===== src/rtl/os_row_drain_pkg.sv =====
// Shared constants and state encoding for the output-stationary row drain.
package os_row_drain_pkg;

  localparam int unsigned PSUM_BW = 16;
  localparam int unsigned COL     = 8;
  localparam int unsigned CNT_BW  = 16;

  typedef enum logic {
    IDLE = 1'b0,
    SEND = 1'b1
  } drain_state_e;

endpackage


===== src/rtl/os_prio_enc.sv =====
// Lowest-set-bit priority encoder: index of the lowest set request plus an any-set flag.
module os_prio_enc #(
  parameter int unsigned n = 8
) (
  input  logic [n-1:0]         req,
  output logic [$clog2(n)-1:0] idx,
  output logic                 any
);

  localparam int unsigned IW = $clog2(n);

  // Scan upward and latch the first set bit seen.
  always_comb begin
    idx = '0;
    any = 1'b0;
    for (int unsigned i = 0; i < n; i++) begin
      if (req[i] && !any) begin
        idx = IW'(i);
        any = 1'b1;
      end
    end
  end

endmodule


===== src/rtl/os_row_drain.sv =====
// Captures per-column psums from one output-stationary MAC row, optionally
// applies ReLU, and serializes them lowest column first onto a valid/ready stream.
module os_row_drain
  import os_row_drain_pkg::*;
#(
  parameter int unsigned psum_bw = PSUM_BW,
  parameter int unsigned col     = COL,
  parameter int unsigned cnt_bw  = CNT_BW
) (
  input  logic                     clk,
  input  logic                     reset,
  input  logic [col-1:0]           os_ready,
  input  logic [psum_bw*col-1:0]   os_output,
  input  logic                     relu_en,
  output logic [psum_bw-1:0]       out_data,
  output logic [$clog2(col)-1:0]   out_col,
  output logic                     out_valid,
  input  logic                     out_ready,
  output logic                     tile_done,
  output logic [cnt_bw-1:0]        tile_cnt,
  output logic                     overrun,
  input  logic                     overrun_clr
);

  localparam int unsigned CW  = $clog2(col);
  localparam int unsigned WCW = $clog2(col + 1);

  logic [psum_bw-1:0] cap_q [col];
  logic [psum_bw-1:0] cap_d [col];
  logic [col-1:0]     pend_q, pend_d;
  logic [psum_bw-1:0] out_data_q, out_data_d;
  logic [CW-1:0]      out_col_q, out_col_d;
  logic               out_valid_q, out_valid_d;
  drain_state_e       state_q, state_d;
  logic [WCW-1:0]     wcnt_q, wcnt_d;
  logic               tile_done_q, tile_done_d;
  logic [cnt_bw-1:0]  tile_cnt_q, tile_cnt_d;
  logic               overrun_q, overrun_d;

  logic [CW-1:0]      sel_idx;
  logic               sel_any;
  logic               accept;
  logic               loadable;
  logic               load;
  logic               ovr_hit;

  os_prio_enc #(.n(col)) u_prio (
    .req (pend_q),
    .idx (sel_idx),
    .any (sel_any)
  );

  // Next-state: output load, capture with slot-free check, FSM, tile accounting, overrun.
  always_comb begin
    accept      = out_valid_q && out_ready;
    loadable    = !out_valid_q || out_ready;
    load        = loadable && sel_any;
    ovr_hit     = 1'b0;

    cap_d       = cap_q;
    pend_d      = pend_q;
    out_data_d  = out_data_q;
    out_col_d   = out_col_q;
    out_valid_d = out_valid_q;
    state_d     = state_q;
    wcnt_d      = wcnt_q;
    tile_done_d = 1'b0;
    tile_cnt_d  = tile_cnt_q;

    if (load) begin
      out_data_d      = cap_q[sel_idx];
      out_col_d       = sel_idx;
      out_valid_d     = 1'b1;
      pend_d[sel_idx] = 1'b0;
    end else if (loadable) begin
      out_valid_d = 1'b0;
    end

    // Capture runs after the load clear so a slot freed this edge can be refilled.
    for (int unsigned i = 0; i < col; i++) begin
      if (os_ready[i]) begin
        if (!pend_q[i] || (load && sel_idx == CW'(i))) begin
          cap_d[i]  = (relu_en && os_output[psum_bw*i + psum_bw - 1]) ? '0
                                                                     : os_output[psum_bw*i +: psum_bw];
          pend_d[i] = 1'b1;
        end else begin
          ovr_hit = 1'b1;
        end
      end
    end

    unique case (state_q)
      IDLE: if (sel_any) state_d = SEND;
      SEND: if (accept && !sel_any) state_d = IDLE;
      default: state_d = IDLE;
    endcase

    if (accept) begin
      if (wcnt_q == WCW'(col - 1)) begin
        wcnt_d      = '0;
        tile_done_d = 1'b1;
        tile_cnt_d  = tile_cnt_q + cnt_bw'(1);
      end else begin
        wcnt_d = wcnt_q + WCW'(1);
      end
    end

    if (ovr_hit)          overrun_d = 1'b1;
    else if (overrun_clr) overrun_d = 1'b0;
    else                  overrun_d = overrun_q;
  end

  // State registers with asynchronous clear.
  always_ff @(posedge clk or posedge reset) begin
    if (reset) begin
      cap_q       <= '{default: '0};
      pend_q      <= '0;
      out_data_q  <= '0;
      out_col_q   <= '0;
      out_valid_q <= 1'b0;
      state_q     <= IDLE;
      wcnt_q      <= '0;
      tile_done_q <= 1'b0;
      tile_cnt_q  <= '0;
      overrun_q   <= 1'b0;
    end else begin
      cap_q       <= cap_d;
      pend_q      <= pend_d;
      out_data_q  <= out_data_d;
      out_col_q   <= out_col_d;
      out_valid_q <= out_valid_d;
      state_q     <= state_d;
      wcnt_q      <= wcnt_d;
      tile_done_q <= tile_done_d;
      tile_cnt_q  <= tile_cnt_d;
      overrun_q   <= overrun_d;
    end
  end

  assign out_data  = out_data_q;
  assign out_col   = out_col_q;
  assign out_valid = out_valid_q;
  assign tile_done = tile_done_q;
  assign tile_cnt  = tile_cnt_q;
  assign overrun   = overrun_q;

endmodule


===== config.mk =====
export PLATFORM = sky130hd
export DESIGN_NAME = os_row_drain
export DESIGN_NICKNAME = d
export VERILOG_FILES = /design/src/rtl/os_row_drain_pkg.sv /design/src/rtl/os_prio_enc.sv /design/src/rtl/os_row_drain.sv
export SDC_FILE = /design/constraint.sdc
export NUM_CORES = 1
export LEC_CHECK = 0
export ABC_AREA = 1
export ABC_CLOCK_PERIOD_IN_PS = 16700
export BUFFER_PORTS_ARGS = -buffer_cell sky130_fd_sc_hd__clkbuf_2
export CAP_MARGIN = 15
export CORE_MARGIN = 2
export CORE_UTILIZATION = 50
export CTS_CLUSTER_DIAMETER = 100
export DETAILED_ROUTE_END_ITERATION = 16
export PLACE_DENSITY = 0.86
export SKIP_LAST_GASP = 1
export SYNTH_ARGS = -nofsm -noshare
export SYNTH_HDL_FRONTEND = slang
export SYNTH_SLANG_ARGS = --single-unit

===== constraint.sdc =====
create_clock -name clk -period 16.7 [get_ports clk]
set_input_delay 3.34 -clock clk [delete_from_list [all_inputs] [get_ports clk]]
set_output_delay 3.34 -clock clk [all_outputs]
set_load 0.02 [all_outputs]

== After elaboration in Yosys (flattened, before gate mapping) ==
Index checks and enable logic that the tools add are counted.
Operators by class
  add/subtract/negate cells: 2
  order comparisons: 3
  equal/unequal tests: 8
  mux-type cells: 68
  bitwise operators: 3
  reduce and logical (&&, ||, !) cells: 63
Operator list (number)
  16-bit two-way mux: 10
  16-bit binary-select mux with 3-bit select: 1
  1-bit two-way mux: 48
  1-bit logical AND: 26
  2-bit AND reduction: 9
  16-bit by 1-bit adder with 16-bit output (second input constant): 1
  1-bit zero test: 16
  3-bit == test (second input constant): 4
  3-bit two-way mux: 4
  1-bit logical OR: 9
  8-bit AND: 1
  8-bit two-way mux: 1
  8-bit inverter: 1
  3-bit by 2-bit == test with 1-bit output (second input constant): 2
  4-bit by 1-bit adder with 4-bit output (second input constant): 1
  4-bit by 3-bit == test with 1-bit output (second input constant): 1
  4-bit >= comparator (second input constant): 1
  3-bit by 4-bit < comparator with 1-bit output (second input constant): 1
  2-bit two-way mux: 2
  4-bit two-way mux: 1
  3-bit inverter with 4-bit output: 1
  2-bit nonzero test: 2
  1-bit demux with 3-bit select: 1
  3-bit by 1-bit == test with 1-bit output (second input constant): 1
  2 further kinds: 2
Word-level totals
  register bits after elaboration: 178
  input port bits: 141
  output and inout port bits: 38
  logic and storage cells: 163

== Depth between registers and ports, before layout ==
  depth after elaboration: 42
  depth in mapped cells: 13
  depth with buffers taken out: 11

== Cells and area by module ==
From an unflattened synthesis, not the netlist that was laid out.
Second synthesis, totals
  cell total of the unflattened synthesis: 1020
  area total of the unflattened synthesis: 8388.0 µm²
Modules (own cells, without submodules)
  os_row_drain: times used 1, cells an instance 998, area each 8279.2 µm², sequential area each 4454.3 µm²
  os_prio_enc: times used 1, cells an instance 22, area each 108.9 µm², sequential area each 0.0 µm²

== Worst setup path before layout ==
OpenSTA, ideal clock, no wires.
  path kind: in2reg
  from: input out_ready
  to: register tile_cnt_q[11], in the netlist tile_cnt[11]
  setup time: 0.080 ns
  data arrival time: 4.480 ns
  data required time: 16.620 ns
  path slack: 12.141 ns
  stages on the path: 10
  path buffers: 1
  cell sequence: nand2_1 > inv_1 > nand2_1 > nor2_1 > buf_4 > nand4_1 > nor2_1 > nand3_1 > nor2_1 > xor2_1
Between the ends
  word-level cells in the longest chain between the ends: 2
Ends and longest elaborated chain
  start, declared: RTL line os_row_drain.sv:18  | input logic out_ready,
  1-bit logical AND: RTL line os_row_drain.sv:55  | accept = out_valid_q && out_ready;
  2-bit AND reduction (no source line)
  end signal, assigned: RTL line os_row_drain.sv:135  | tile_cnt_q <= tile_cnt_d;
  end, declared: RTL line os_row_drain.sv:37  | logic [cnt_bw-1:0] tile_cnt_q, tile_cnt_d;
No other way between the ends.
A chain may end at the register's enable or synchronous reset.

== Worst setup path in the final report ==
  from: input out_ready
  to: register tile_cnt_q[14], in the netlist tile_cnt[14]
The elaborated chain is that of the path after synthesis.

==> summary.md <==
| Metric | Value |
|---|---|
| Setup repair after global routing missed its margin | false |
| Slew margin rel. | 23.0% |
| Final number of hold-violating endpoints | 0 |
| Clock Skews | just over 0.007 ns |
| Number of DRC markers after the initial detailed-route iteration | 760 |
| Count of warnings emitted by yosys | 0 |
| Final period util | 29.2% |
| Number of gates resized after CTS | 0 |
| Total of hold buffers inserted after clock tree synthesis | 0 |
| Overall die height | 137 um |
| Post-synthesis cell type count | 34 |
| Filler instances | 1517 |
| Synthesized instance count | approximately 1200 |
| Number of cells on the worst reg-to-reg path | 12 |
| Mean area per synthesized cell | 7.56 um2 |
| Leakage power | 5.66 nW |
| Biggest area contributors in the synthesized netlist | sky130_fd_sc_hd__dfrtp_1 (50%), sky130_fd_sc_hd__nand2_1 (23%), sky130_fd_sc_hd__nand3_1 (6.4%) |
| Max Fanout on Critical Path | 12 |
| Routed wire length | 25200 um |
| Final global-route overflow total | 0 |
| Total area of multi-input combinational cells | 0.00391 mm2 |
| Clock tree from TritonCTS | yes |
| Least-Margin Pin Slew | 1.16 ns |
| Worst Setup Start Kind | input port |
| Worst Hold Path Cells | 1 |
| Final sum of negative setup slack | 0 ns |
| Beginning of the worst register-to-register path | pend_q[1]$_DFF_PP0_ |
| Via count of the routed design | 8412 |
| Nets | between 1000 and 1500 |
| Detailed placement HPWL | roughly 18000 um |
| Average via count per standard cell | 5.43 |
| Min setup slack post-route | 11.82 ns |
| Flops & latches, synth | 178 |
| Peak supply drop | 0.0790 mV |
| Clock Root Buffer | sky130_fd_sc_hd__clkbuf_16 |
| Commonest non-fill, non-tap cell in the layout | sky130_fd_sc_hd__nand2_1 |
| PD cells | 117 mW/mm2 |
| Worst EP arrival | 5.21 ns |
| Pre-CTS setup slack | 11.39 ns |
| Sequential fraction of the synthesis area | 50.0% |
| Fraction of post-synthesis cell area in the top cell type by area | 50.0% |
| Antenna violations before repair | 0 |
| Number of buffers inserted by post-CTS setup repair | 0 |
| Endpoint required time on the critical path | 17.03 ns |
| Net count of the mapped netlist | 1320 |
| DRC violation count after routing | 0 |
| Cell type contributing the most total cell area after synthesis | sky130_fd_sc_hd__dfrtp_1 |
| Number of buffers between clock root and the deepest sink | 2 |
| Num CTS Buffers | 17 |
| Starting density of the core | between 50 and 60% |
| Critical path endpoint category | flop |
| Core region area | 0.0174 mm2 |
| Global-route wire length before repair | around 40000 um |
| Port-buffer cells | between 150 and 200 |
| Count of nets left with antenna violations after detail routing | 0 |
| Clock input transition at the sequential cells of the worst setup and hold paths | 0.07 ns |
| Wire length per cell | 16.3 um |
| Area of all sequential standard cells | 0.00445 mm2 |
| Overall power after layout | ~1.2 mW |
| Final max-slew violation count | 0 |
| Final setup viols | 0 |
| Count of TritonRoute iterations in the first routing pass | 6 |
| TritonCTS Sinks | 178 |
| Highest-count cells in the layout ignoring fill and taps | sky130_fd_sc_hd__nand2_1 (536), sky130_fd_sc_hd__dfrtp_1 (178), sky130_fd_sc_hd__clkbuf_2 (178) |
| Worst hold margin | 0.454 ns |
| Class of the most critical hold timing path | flop to flop |
| Clock H-tree levels | 4 |
| Layout cell share with drive strength beyond 1 | 17.6% |
| Total standard cell area after synthesis | 0.00890 mm2 |
| Critical setup path kind | input port to flop |
| Inserted Diodes | 0 |
| Status | finished clean |
| Final GP Congestion | 0.920 |
| Hold path startpoint | wcnt_q[3]$_DFFE_PP0P_ |
| # IOs | 179 |
| GRT Overall Usage | 27.9% |
| Largest net degree at the start of global routing | 96 |
| Total of max-cap violations | 0 |
| Final Critical Period | 4.88 ns |
| Die outline area | 0.0189 mm2 |
| Number of placement rows | between 40 and 50 |
| Chip Width | 137 um |
| Critical Path Start | out_ready |
| Clock latency at the later pin of the worst-skew pair | ~0.44 ns |
| Vias in the first global route | 7915 |
| Achievable Freq | 0.205 GHz |
| Synthesis-to-layout area growth | 16.9% |
## cells in the mapped netlist (all sizes together)
| cell type | number |
|---|---|
| nand3b | 5 |
| nor3b | 1 |
| xnor2 | 3 |
| a31oi | 2 |
| clkbuf | 14 |
| nor4 | 3 |
| clkinv | 1 |
| o21ai | 134 |
| dfrtp | 178 |
| nand2 | 540 |
| xor2 | 9 |
| o211ai | 1 |
| a21oi | 5 |
| nand3 | 115 |
| nor2 | 30 |
| nor3 | 6 |
| ha | 2 |
| buf | 52 |
| inv | 53 |
| nand4 | 22 |
| or2 | 1 |
## flip-flops by register name, summed over array words and instances (netlist names)
| signal | count |
|---|---|
| cap_q | 128 |
| out_data | 16 |
| tile_cnt | 16 |
| pend_q | 8 |
| wcnt_q | 4 |
| out_col | 3 |
| out_valid | 1 |
| overrun | 1 |
| tile_done | 1 |
## layout make-up
| cell class | count | share of cell area, % |
|---|---|---|
| clock inverters | 13 | 2.01 |
| flip-flops and latches | 178 | 42.8 |
| well taps | 225 | 2.70 |
| repair buffers | 181 | 8.78 |
| clock buffers | 19 | 4.16 |
| multi-input cells | 879 | 37.5 |
| inverters | 54 | 2.01 |
## logic make-up (layout without fill, tap and decap cells)
kind of cell,count (synthesis),after routing,share of synthesized area [%]
AND/OR/NAND/NOR,723,723,34.3
adder cells (fa/ha/maj),2,2,0.281
XOR/XNOR,12,12,1.18
flip-flops,178,178,50.0
AO/OA/AOI/OAI,142,142,8.11
buffers and inverters,120,267,6.10
## where the power goes
group / internal [mW] / switching (mW)
combinational: 0.0820 / 0.145
sequential: 0.499 / 0.0498
clock: 0.266 / 0.176
## worst max-delay path, stage by stage
cell,delay (ns)
sky130_fd_sc_hd__clkbuf_2,0.09
sky130_fd_sc_hd__nand2_1,0.08
sky130_fd_sc_hd__inv_1,0.11
sky130_fd_sc_hd__nand2_1,0.09
sky130_fd_sc_hd__nor2_1,0.58
sky130_fd_sc_hd__nand3_1,0.14
sky130_fd_sc_hd__nor2_1,0.20
sky130_fd_sc_hd__nand2_1,0.08
sky130_fd_sc_hd__nor3_1,0.27
sky130_fd_sc_hd__nand3_1,0.11
sky130_fd_sc_hd__nand2_1,0.07
sky130_fd_sc_hd__nand2_1,0.05
## final timing paths
check                                           end  slack (ns)
max                        tile_cnt[14]$_DFFE_PP0P_       11.82
min                           wcnt_q[3]$_DFFE_PP0P_        0.45
max reg2reg                 out_data[9]$_DFFE_PP0P_       13.40
min reg2reg                   wcnt_q[3]$_DFFE_PP0P_        0.45
max in group asynchronous     cap_q[61]$_DFFE_PP0P_       12.00
min in group asynchronous      cap_q[1]$_DFFE_PP0P_        3.09
## per-layer routing
| metal | track usage (%) | part of all wire, % | up-vias |
|---|---|---|---|
| met5 | 0 | 0 | - |
| met3 | 4.97 | 7.6 | 56 |
| met4 | 10.7 | 2.8 | 0 |
| met2 | 43.8 | 46 | 379 |
| li1 | - | - | 4061 |
| met1 | 38.8 | 43 | 3916 |
## stage by stage
step | instances | utilization (%) | cell area (um2)
floorplan | 1177 | - | 8900
global placement | 1517 | 56.3 | 9770
detailed placement | 1517 | 56.3 | 9770
CTS | 1549 | 60.0 | 10400
global route | 1549 | 60.0 | 10400
finish | 1549 | 60.0 | 10400
(Power assumes the default switching activity.)
